<file path="src/rtl/run_control_monitor.sv">
// Run controller: start/halt/watchdog sequencing with saturating cycle, retire and trap counters.
// Optional RUN_STATS_EN adds a stall counter and a CPI flag; the default build leaves stall unused.
module run_control_monitor #(
  parameter int unsigned CNT_W          = 32,
  parameter logic [25:0] HALT_CODE      = 26'h300,
  parameter int unsigned DRAIN_CYCLES   = 1,
  parameter int unsigned TIMEOUT_CYCLES = 400
) (
  input  logic             clk,
  input  logic             reset,
  input  logic             start,
  input  logic             retire_valid,
  input  logic             trap_valid,
  input  logic [25:0]      trap_code,
  input  logic [31:0]      trap_pc,
  input  logic             stall,
  output logic             running,
  output logic             done,
  output logic             done_pulse,
  output logic             timed_out,
  output logic [31:0]      halt_pc,
  output logic [CNT_W-1:0] cycle_cnt,
  output logic [CNT_W-1:0] instr_cnt,
  output logic [CNT_W-1:0] trap_cnt
`ifdef RUN_STATS_EN
  ,
  output logic [CNT_W-1:0] stall_cnt,
  output logic             cpi_flag
`endif
);

  typedef enum logic [2:0] {
    S_IDLE    = 3'd0,
    S_RUN     = 3'd1,
    S_DRAIN   = 3'd2,
    S_HALTED  = 3'd3,
    S_TIMEOUT = 3'd4
  } state_e;

  localparam logic             TO_EN      = (TIMEOUT_CYCLES != 32'd0);
  localparam logic [CNT_W-1:0] TO_LAST    = CNT_W'(TIMEOUT_CYCLES - 32'd1);
  localparam logic [31:0]      DRAIN_LAST = DRAIN_CYCLES - 32'd1;

  function automatic logic [CNT_W-1:0] sat_inc(input logic [CNT_W-1:0] v);
    return (&v) ? v : v + {{(CNT_W-1){1'b0}}, 1'b1};
  endfunction

  state_e           state_q, state_d;
  logic [31:0]      drain_q, drain_d;
  logic [31:0]      halt_pc_q, halt_pc_d;
  logic [CNT_W-1:0] cycle_cnt_q, cycle_cnt_d;
  logic [CNT_W-1:0] instr_cnt_q, instr_cnt_d;
  logic [CNT_W-1:0] trap_cnt_q, trap_cnt_d;
  logic             running_q, running_d;
  logic             done_q, done_d;
  logic             done_pulse_q, done_pulse_d;
  logic             timed_out_q, timed_out_d;
  logic             enter_run_s;
  logic             active_s;
  logic             halt_hit_s;
`ifdef RUN_STATS_EN
  logic [CNT_W-1:0] stall_cnt_q, stall_cnt_d;
  logic             cpi_flag_q, cpi_flag_d;
`else
  logic             stall_unused_s;
  assign stall_unused_s = stall;
`endif

  // Next-state, counter and registered-output computation.
  always_comb begin
    state_d     = state_q;
    drain_d     = drain_q;
    halt_pc_d   = halt_pc_q;
    cycle_cnt_d = cycle_cnt_q;
    instr_cnt_d = instr_cnt_q;
    trap_cnt_d  = trap_cnt_q;
    enter_run_s = 1'b0;
    active_s    = (state_q == S_RUN) || (state_q == S_DRAIN);
    halt_hit_s  = trap_valid && (trap_code == HALT_CODE);

    case (state_q)
      S_IDLE, S_HALTED, S_TIMEOUT: begin
        if (start) begin
          state_d     = S_RUN;
          enter_run_s = 1'b1;
        end else begin
          state_d = state_q;
        end
      end
      S_RUN: begin
        // The halt trap outranks a watchdog expiry in the same cycle.
        if (halt_hit_s) begin
          halt_pc_d = trap_pc;
          if (DRAIN_CYCLES == 32'd0) begin
            state_d = S_HALTED;
          end else begin
            state_d = S_DRAIN;
            drain_d = DRAIN_LAST;
          end
        end else if (TO_EN && (cycle_cnt_q == TO_LAST)) begin
          state_d = S_TIMEOUT;
        end else begin
          state_d = S_RUN;
        end
        if (trap_valid && !halt_hit_s) begin
          trap_cnt_d = sat_inc(trap_cnt_q);
        end else begin
          trap_cnt_d = trap_cnt_q;
        end
      end
      S_DRAIN: begin
        if (drain_q == 32'd0) begin
          state_d = S_HALTED;
        end else begin
          drain_d = drain_q - 32'd1;
        end
      end
      default: begin
        state_d = S_IDLE;
      end
    endcase

    if (active_s) begin
      cycle_cnt_d = sat_inc(cycle_cnt_q);
      if (retire_valid) begin
        instr_cnt_d = sat_inc(instr_cnt_q);
      end else begin
        instr_cnt_d = instr_cnt_q;
      end
    end else begin
      cycle_cnt_d = cycle_cnt_q;
    end

    if (enter_run_s) begin
      cycle_cnt_d = '0;
      instr_cnt_d = '0;
      trap_cnt_d  = '0;
      halt_pc_d   = 32'd0;
    end else begin
      halt_pc_d = halt_pc_d;
    end

    running_d    = (state_d == S_RUN) || (state_d == S_DRAIN);
    done_d       = (state_d == S_HALTED) || (state_d == S_TIMEOUT);
    timed_out_d  = (state_d == S_TIMEOUT);
    done_pulse_d = done_d && !done_q;

`ifdef RUN_STATS_EN
    stall_cnt_d = stall_cnt_q;
    if (enter_run_s) begin
      stall_cnt_d = '0;
    end else if (active_s && stall) begin
      stall_cnt_d = sat_inc(stall_cnt_q);
    end else begin
      stall_cnt_d = stall_cnt_q;
    end
    cpi_flag_d = ({1'b0, cycle_cnt_d} > {instr_cnt_d, 1'b0});
`endif
  end

  // State, counters and outputs; reset returns everything to zero without a done pulse.
  always_ff @(posedge clk or negedge reset) begin
    if (!reset) begin
      state_q      <= S_IDLE;
      drain_q      <= 32'd0;
      halt_pc_q    <= 32'd0;
      cycle_cnt_q  <= '0;
      instr_cnt_q  <= '0;
      trap_cnt_q   <= '0;
      running_q    <= 1'b0;
      done_q       <= 1'b0;
      done_pulse_q <= 1'b0;
      timed_out_q  <= 1'b0;
`ifdef RUN_STATS_EN
      stall_cnt_q  <= '0;
      cpi_flag_q   <= 1'b0;
`endif
    end else begin
      state_q      <= state_d;
      drain_q      <= drain_d;
      halt_pc_q    <= halt_pc_d;
      cycle_cnt_q  <= cycle_cnt_d;
      instr_cnt_q  <= instr_cnt_d;
      trap_cnt_q   <= trap_cnt_d;
      running_q    <= running_d;
      done_q       <= done_d;
      done_pulse_q <= done_pulse_d;
      timed_out_q  <= timed_out_d;
`ifdef RUN_STATS_EN
      stall_cnt_q  <= stall_cnt_d;
      cpi_flag_q   <= cpi_flag_d;
`endif
    end
  end

  assign running    = running_q;
  assign done       = done_q;
  assign done_pulse = done_pulse_q;
  assign timed_out  = timed_out_q;
  assign halt_pc    = halt_pc_q;
  assign cycle_cnt  = cycle_cnt_q;
  assign instr_cnt  = instr_cnt_q;
  assign trap_cnt   = trap_cnt_q;
`ifdef RUN_STATS_EN
  assign stall_cnt  = stall_cnt_q;
  assign cpi_flag   = cpi_flag_q;
`endif

endmodule

</file>
<file path="config.mk">
export PLATFORM = sky130hd
export DESIGN_NAME = run_control_monitor
export DESIGN_NICKNAME = d
export VERILOG_FILES = /design/src/rtl/run_control_monitor.sv
export SDC_FILE = /design/constraint.sdc
export NUM_CORES = 1
export LEC_CHECK = 0
export CORE_ASPECT_RATIO = 1.4
export CORE_MARGIN = 2
export CORE_UTILIZATION = 60
export DETAILED_ROUTE_END_ITERATION = 6
export DONT_BUFFER_PORTS = 1
export PLACE_DENSITY = 0.75
export RECOVER_POWER = 100
export SLEW_MARGIN = 5
export SYNTH_ARGS = -nofsm -noshare
export SYNTH_HDL_FRONTEND = slang
export SYNTH_SLANG_ARGS = --single-unit
</file>
<file path="constraint.sdc">
create_clock -name clk -period 2.7 [get_ports clk]
set_input_delay 0.54 -clock clk [delete_from_list [all_inputs] [get_ports clk]]
set_output_delay 0.54 -clock clk [all_outputs]
set_load 0.02 [all_outputs]
</file>
==> results of run 1 <==
==> per-layer routing <==
layer  vias up  routed length, um  track usage, %
met1      3598               8491           36.32
met4         0                429           8.947
met2       248              11120           47.94
met5         -                  0               0
met3        33               1480           7.723
li1       3572                  -               -
==> sequential cells by signal (all words and copies together) (netlist names) <==
name,flops
instr_cnt,32
cycle_cnt,32
state_q,3
done_pulse,1
drain_q,32
timed_out,1
done,1
trap_cnt,32
halt_pc,32
running,1
==> worst min path at each step <==
stage	startpoint	slack, ps	end
2_1_floorplan	reset	240	cycle_cnt[0]
3_3_place_gp	reset	250	drain_q[16]
3_5_place_dp	reset	250	drain_q[18]
4_1_cts	reset	-200	drain_q[18]
5_1_grt	reset	-210	drain_q[18]
6_report	reset	-190	drain_q[18]
==> kinds of logic (layout without fill, tap and decap cells) <==
group / after synthesis / count (layout) / share of synthesized area (%)
simple gates: 520 / 520 / 31.54
flops: 167 / 167 / 48.16
compound gates: 142 / 142 / 9.445
buf+inv: 71 / 124 / 3.792
xor+xnor: 54 / 54 / 5.451
mux: 9 / 9 / 1.038
fa+ha+maj: 4 / 4 / 0.5768
==> Yosys cell counts, types with 8 or more instances <==
cell / count
dfrtp_1: 167
nand2_1: 128
nor2_1: 83
nand3_1: 74
o21ai_0: 56
nand4_1: 52
a21oi_1: 51
or3_1: 45
xnor2_1: 37
clkbuf_1: 30
nor4_1: 28
and3_1: 25
nor3_1: 23
inv_1: 17
xor2_1: 17
or4_1: 14
and4_1: 10
mux2i_1: 9
and2_1: 8
o211ai_1: 8
==> layout make-up <==
type	instances	share of cell area (%)
Sequential cell	167	43.20
Multi-Input combinational cell	729	43.14
Timing Repair Buffer	73	4.437
Clock buffer	17	4.398
Tap cell	189	2.445
Clock inverter	15	1.604
Inverter	19	0.7761
==> metrics by stage <==
step / std cells / util (%) / area (um2)
2_1_floorplan: 967 / - / 8677
3_3_place_gp: 1177 / 64.78 / 9273
3_5_place_dp: 1177 / 64.78 / 9273
4_1_cts: 1209 / 68.84 / 9853
5_1_grt: 1209 / 67.58 / 9673
6_report: 1209 / 67.58 / 9673
==> power breakdown <==
part	switching, mW	internal (mW)
Clock	1.15	1.24
Sequential	0.185	2.65
Combinational	0.555	0.225
==> critical path: stages, from the launching register on <==
cell	delay (ps)
dfrtp_1	440
nand4bb_1	330
or3_1	480
and2_4	180
clkinv_2	110
buf_12	140
nand3_1	140
or4_1	440
a21oi_1	160
==> timing repair <==
item,CTS,global route
endpoints found under the setup margin,0,13
resized for setup,0,4
hold endpoints to repair,167,167
==> flow_metrics.tcl, run 1 <==
set metrics [dict create \
    outcome "finished with violations" \
    violations "negative hold slack" \
    cts_tree "done" \
    end_kind "flop" \
    wl_um 21520 \
    r2r-end "drain_q[11]" \
    cts_setup_buffers 0 \
    syn_area_um2 8677 \
    synth_area_leader_cell "dfrtp_1" \
    grt_pass1_vias 7303 \
    grt_overflow 0 \
    irDropWorstVdd_mv 0.4934 \
    preCtsSetupSlack_ps -1.921 \
    critPathRequiredTime_ps 3050 \
    min_period_over_period_pct 92.49 \
    rsz0062_at_grt "no" \
    drive_gt1_share_pct 7.745 \
    routabilityCongestion 0.8665 \
    hold_ws_ps -194.7 \
    r2r_slack_ps 200 \
    dieHeight_um 146.3 \
    critPathArrivalTime_ps 2840 \
    min_period_ps 2497 \
    critical_path.startpoint "state_q[2]" \
    nNetsFinal 1075 \
    critPathLaunchType "flop" \
    cts.path.max_buffers 2 \
    dp_hpwl_um 14760 \
    mostFrequentLayoutCells "dfrtp_1 (167), nand2_1 (128), nor2_1 (83)" \
    max_slew_margin_pct 38.25 \
    hold_viol_final 167 \
    synth_edf_count 0 \
    final.setup.tns_ps 0 \
    synthDominantCellAreaShare_pct 48.16 \
    setup_viol 0 \
    h-tree-depth 4 \
    clk_pin_slew_ps 70 \
    syn-num-nets 1035 \
    grt_usage_pct 28.63 \
    critPathKind "reg -> reg" \
    drc_errors 0 \
    drv_slew 0 \
    cts_made_buffers 17 \
    cts_sinks 167 \
    rr_worst_depth 8 \
    drt-vias-per-instance 6.163 \
    multi_input_comb_area_um2 4173 \
    num_vias 7451 \
    avgSynthCellArea_um2 8.973 \
    timing.rr.start "state_q[2]" \
    p_leak_nw 4.272 \
    fin_worst_skew_ps 11.32 \
    layout_commonest_cell "dfrtp_1" \
    finalPower_mw 6.000 \
    clock-root-buffer "clkbuf_16" \
    hold_class "in -> async" \
    drt-wirelength-per-cell_um 17.80 \
    num-fill-cells 1181 \
    async_reset_ff_share_pct 100.0 \
    worstPathMaxFanout 12 \
    num_rows 52 \
    core_region_area_um2 14310 \
    antenna_found_initial 1 \
    finalWorstSetupSlack_ps 202.6 \
    diodes 0 \
    fmax_mhz 400.4 \
    ys_types 58 \
    grt_max_degree 168 \
    synth-seq-area-share_pct 48.16 \
    area_growth_pct 11.48 \
    ys.flop_type "dfrtp_1" \
    grt_pass1_wl_um 36300 \
    ys_warn_count 0 \
    seq_area_um2 4179 \
    cp-endpoint "drain_q[11]" \
    ys_ff_latch 167 \
    power_density_nw_per_um2 620.3 \
    die_area_um2 15450 \
    io_buffers 0 \
    clkLatencyLatePin_ps 430 \
    pin_count 196 \
    ant_nets 0 \
    cap_violations 0 \
    syn_inst 967 \
    drt-initial-drc-count 498 \
    die_w_um 105.6 \
    initial_core_util_pct 60.62 \
    tightest_slew_ps 926.3 \
    synthTopCellsByArea "dfrtp_1 (48%), nand2_1 (5.5%), nand3_1 (4.3%)" \
    first_pass_iters 5 \
]
Note: power is estimated with default switching activity, not from simulation.
==> run 2, diff against run 1 <==
--- a/config.mk
+++ b/config.mk
@@ -8,4 +8,4 @@
 export CORE_ASPECT_RATIO = 1.4
-export CORE_MARGIN = 2
 export CORE_UTILIZATION = 60
+export CTS_BUF_LIST = sky130_fd_sc_hd__clkbuf_16
 export DETAILED_ROUTE_END_ITERATION = 6
--- a/constraint.sdc
+++ b/constraint.sdc
@@ -3,2 +3,2 @@
 set_output_delay 0.54 -clock clk [all_outputs]
-set_load 0.02 [all_outputs]
+set_load 0.1 [all_outputs]
==> run 2 against run 1 <==
  * Largest power group unchanged
  * Highest routed layer unchanged
  * The flow still finishes with violations (negative hold slack)
  * Critical path depth unchanged
  * Combinational power up 130%
  * First-iteration DRC count down 0.80%
  * Clock-buffer cell count unchanged
==> flow_metrics.tcl, run 2 (synthesis results as in run 1) <==
set metrics [dict create \
    outcome "finished with violations" \
    violations "negative hold slack" \
    num_rows 51 \
    core_region_area_um2 14040 \
    h-tree-depth 4 \
    rsz0062_at_grt "no" \
    drive_gt1_share_pct 13.90 \
    r2r-end "drain_q[2]" \
    worstPathMaxFanout 18 \
    die_w_um 103.6 \
    critPathKind "reg -> reg" \
    die_area_um2 14950 \
    hold_class "in -> async" \
    final.setup.tns_ps 0 \
    setup_viol 0 \
    preCtsSetupSlack_ps 25.97 \
    fin_worst_skew_ps 14.63 \
    path_depth 8 \
    min_period_ps 2598 \
    critical_path.startpoint "cycle_cnt[5]" \
    mostFrequentLayoutCells "dfrtp_1 (133), nand2_1 (128), nor2_1 (83)" \
    r2r_slack_ps 100 \
    clock-root-buffer "clkbuf_16" \
    clkLatencyLatePin_ps 430 \
    internal_power_mw 4.185 \
    path_cells "nor4_1, nand4_1, nor2_1, o211a_1, clkinv_2, clkbuf_2, or4_1, nand2_1" \
    p_seq_share_pct 39.7 \
    clk_pin_slew_ps 70 \
    crit_family "simple AND/OR/NAND/NOR gates" \
    critPathSlowestCell "or4_1" \
    finalWorstSetupSlack_ps 101.7 \
    p_sw_mw 2.841 \
    diodes 0 \
    power_density_nw_per_um2 703.6 \
    grt_overflow 0 \
    fmax_mhz 384.9 \
    max_slew_margin_pct 7.658 \
    first_pass_iters 5 \
    p_leak_nw 4.404 \
    end_kind "flop" \
    area_growth_pct 15.08 \
    power_switching_share_pct 40.43 \
    drt-vias-per-instance 6.263 \
    cts_sinks 167 \
    cp-endpoint "drain_q[2]" \
    cts_tree "done" \
    drv_slew 0 \
    pin_count 196 \
    power_frac_clock_pct 34.3 \
    grt_usage_pct 30.93 \
    drc_errors 0 \
    io_buffers 0 \
    grt_pass1_vias 7966 \
    hold_ws_ps -198.1 \
    layout_commonest_cell "dfrtp_1" \
    routabilityCongestion 0.8654 \
    nNetsFinal 1127 \
    pwr-share-comb_pct 26.0 \
    ant_nets 0 \
    cap_violations 0 \
    slowest_delay_ps 510 \
    tightest_slew_ps 1385 \
    drt-wirelength-per-cell_um 18.26 \
    timing.rr.start "cycle_cnt[5]" \
    num_vias 7872 \
    critPathLaunchType "flop" \
    grt_pass1_wl_um 37030 \
    dp_hpwl_um 15990 \
    cts.path.max_buffers 2 \
    cts_made_buffers 17 \
    irDropWorstVdd_mv 0.3946 \
    initial_core_util_pct 61.81 \
    wl_um 22950 \
    drt-initial-drc-count 494 \
    min_period_over_period_pct 96.23 \
    critPathRequiredTime_ps 3060 \
    hold_viol_final 167 \
    grt_max_degree 168 \
    path_buf_inv 2 \
    critPathArrivalTime_ps 2960 \
    rr_worst_depth 8 \
    dieHeight_um 144.3 \
    antenna_found_initial 0 \
]
## run 2: how the worst min path moves through the flow
| stage | start | endpoint | slack, ps | cells past startpoint |
|---|---|---|---|---|
| 6_report | reset | drain_q[12] | -200 | 0 |
| 5_1_grt | reset | drain_q[10] | -210 | 0 |
| 4_1_cts | reset | cycle_cnt[12] | -210 | 0 |
| 3_5_place_dp | reset | drain_q[12] | 250 | 0 |
| 3_3_place_gp | reset | drain_q[12] | 250 | 0 |
| 2_1_floorplan | reset | cycle_cnt[0] | 240 | 0 |
## run 2: power groups by stage
| stage | clock network (mW) | registers, mW | logic, mW |
|---|---|---|---|
| floorplan | 0 | 3.94 | 0.351 |
| global placement | 0 | 2.82 | 1.85 |
| detailed placement | 0 | 2.83 | 1.89 |
| CTS | 2.43 | 2.79 | 1.90 |
| global route | 2.52 | 2.80 | 1.90 |
| finish | 2.41 | 2.79 | 1.83 |
## run 2: worst register-to-register path, cell delays in order (launching register included)
cell	delay [ps]
dfrtp_1	470
nor4_1	380
nand4_1	230
nor2_1	190
o211a_1	220
clkinv_2	210
clkbuf_2	220
or4_1	510
nand2_1	90
## run 2: layout make-up
class / count / area, um2
flip-flops and latches: 167 / 4222
multi-input cells: 729 / 4160
fillers: 1099 / 4053
repair buffers: 125 / 719.4
clock buffers: 17 / 425.4
well taps: 185 / 231.5
clock inverters: 15 / 153.9
inverters: 19 / 73.82
## run 2: through the flow
| stage | total power [mW] | hold slack (ps) | area [um2] | util (%) | std cells |
|---|---|---|---|---|---|
| 4_1_cts | 7.116 | -206.3 | 10280 | 73.26 | 1256 |
| 2_1_floorplan | 4.287 | 244.4 | 8720 | - | 967 |
| 3_3_place_gp | 4.671 | 252.2 | 9706 | 69.14 | 1224 |
| 5_1_grt | 7.231 | -212.9 | 9986 | 71.13 | 1257 |
| 3_5_place_dp | 4.721 | 251.5 | 9706 | 69.14 | 1224 |
| 6_report | 7.026 | -198.1 | 9986 | 71.13 | 1257 |
## run 2: what timing repair did
item                                    CTS  global route
setup buffers                             0             1
resized for setup                         0             1
endpoints found under the setup margin    0             5
hold endpoints to repair                167           167
## run 2: metal layers
layer | GRT usage, % | vias to the layer above | share of wire [%]
met5 | 0 | - | 0
met3 | 7.751 | 49 | 6.4
li1 | - | 3661 | -
met2 | 56.38 | 291 | 53
met4 | 13.73 | 0 | 2.9
met1 | 34.25 | 3871 | 38
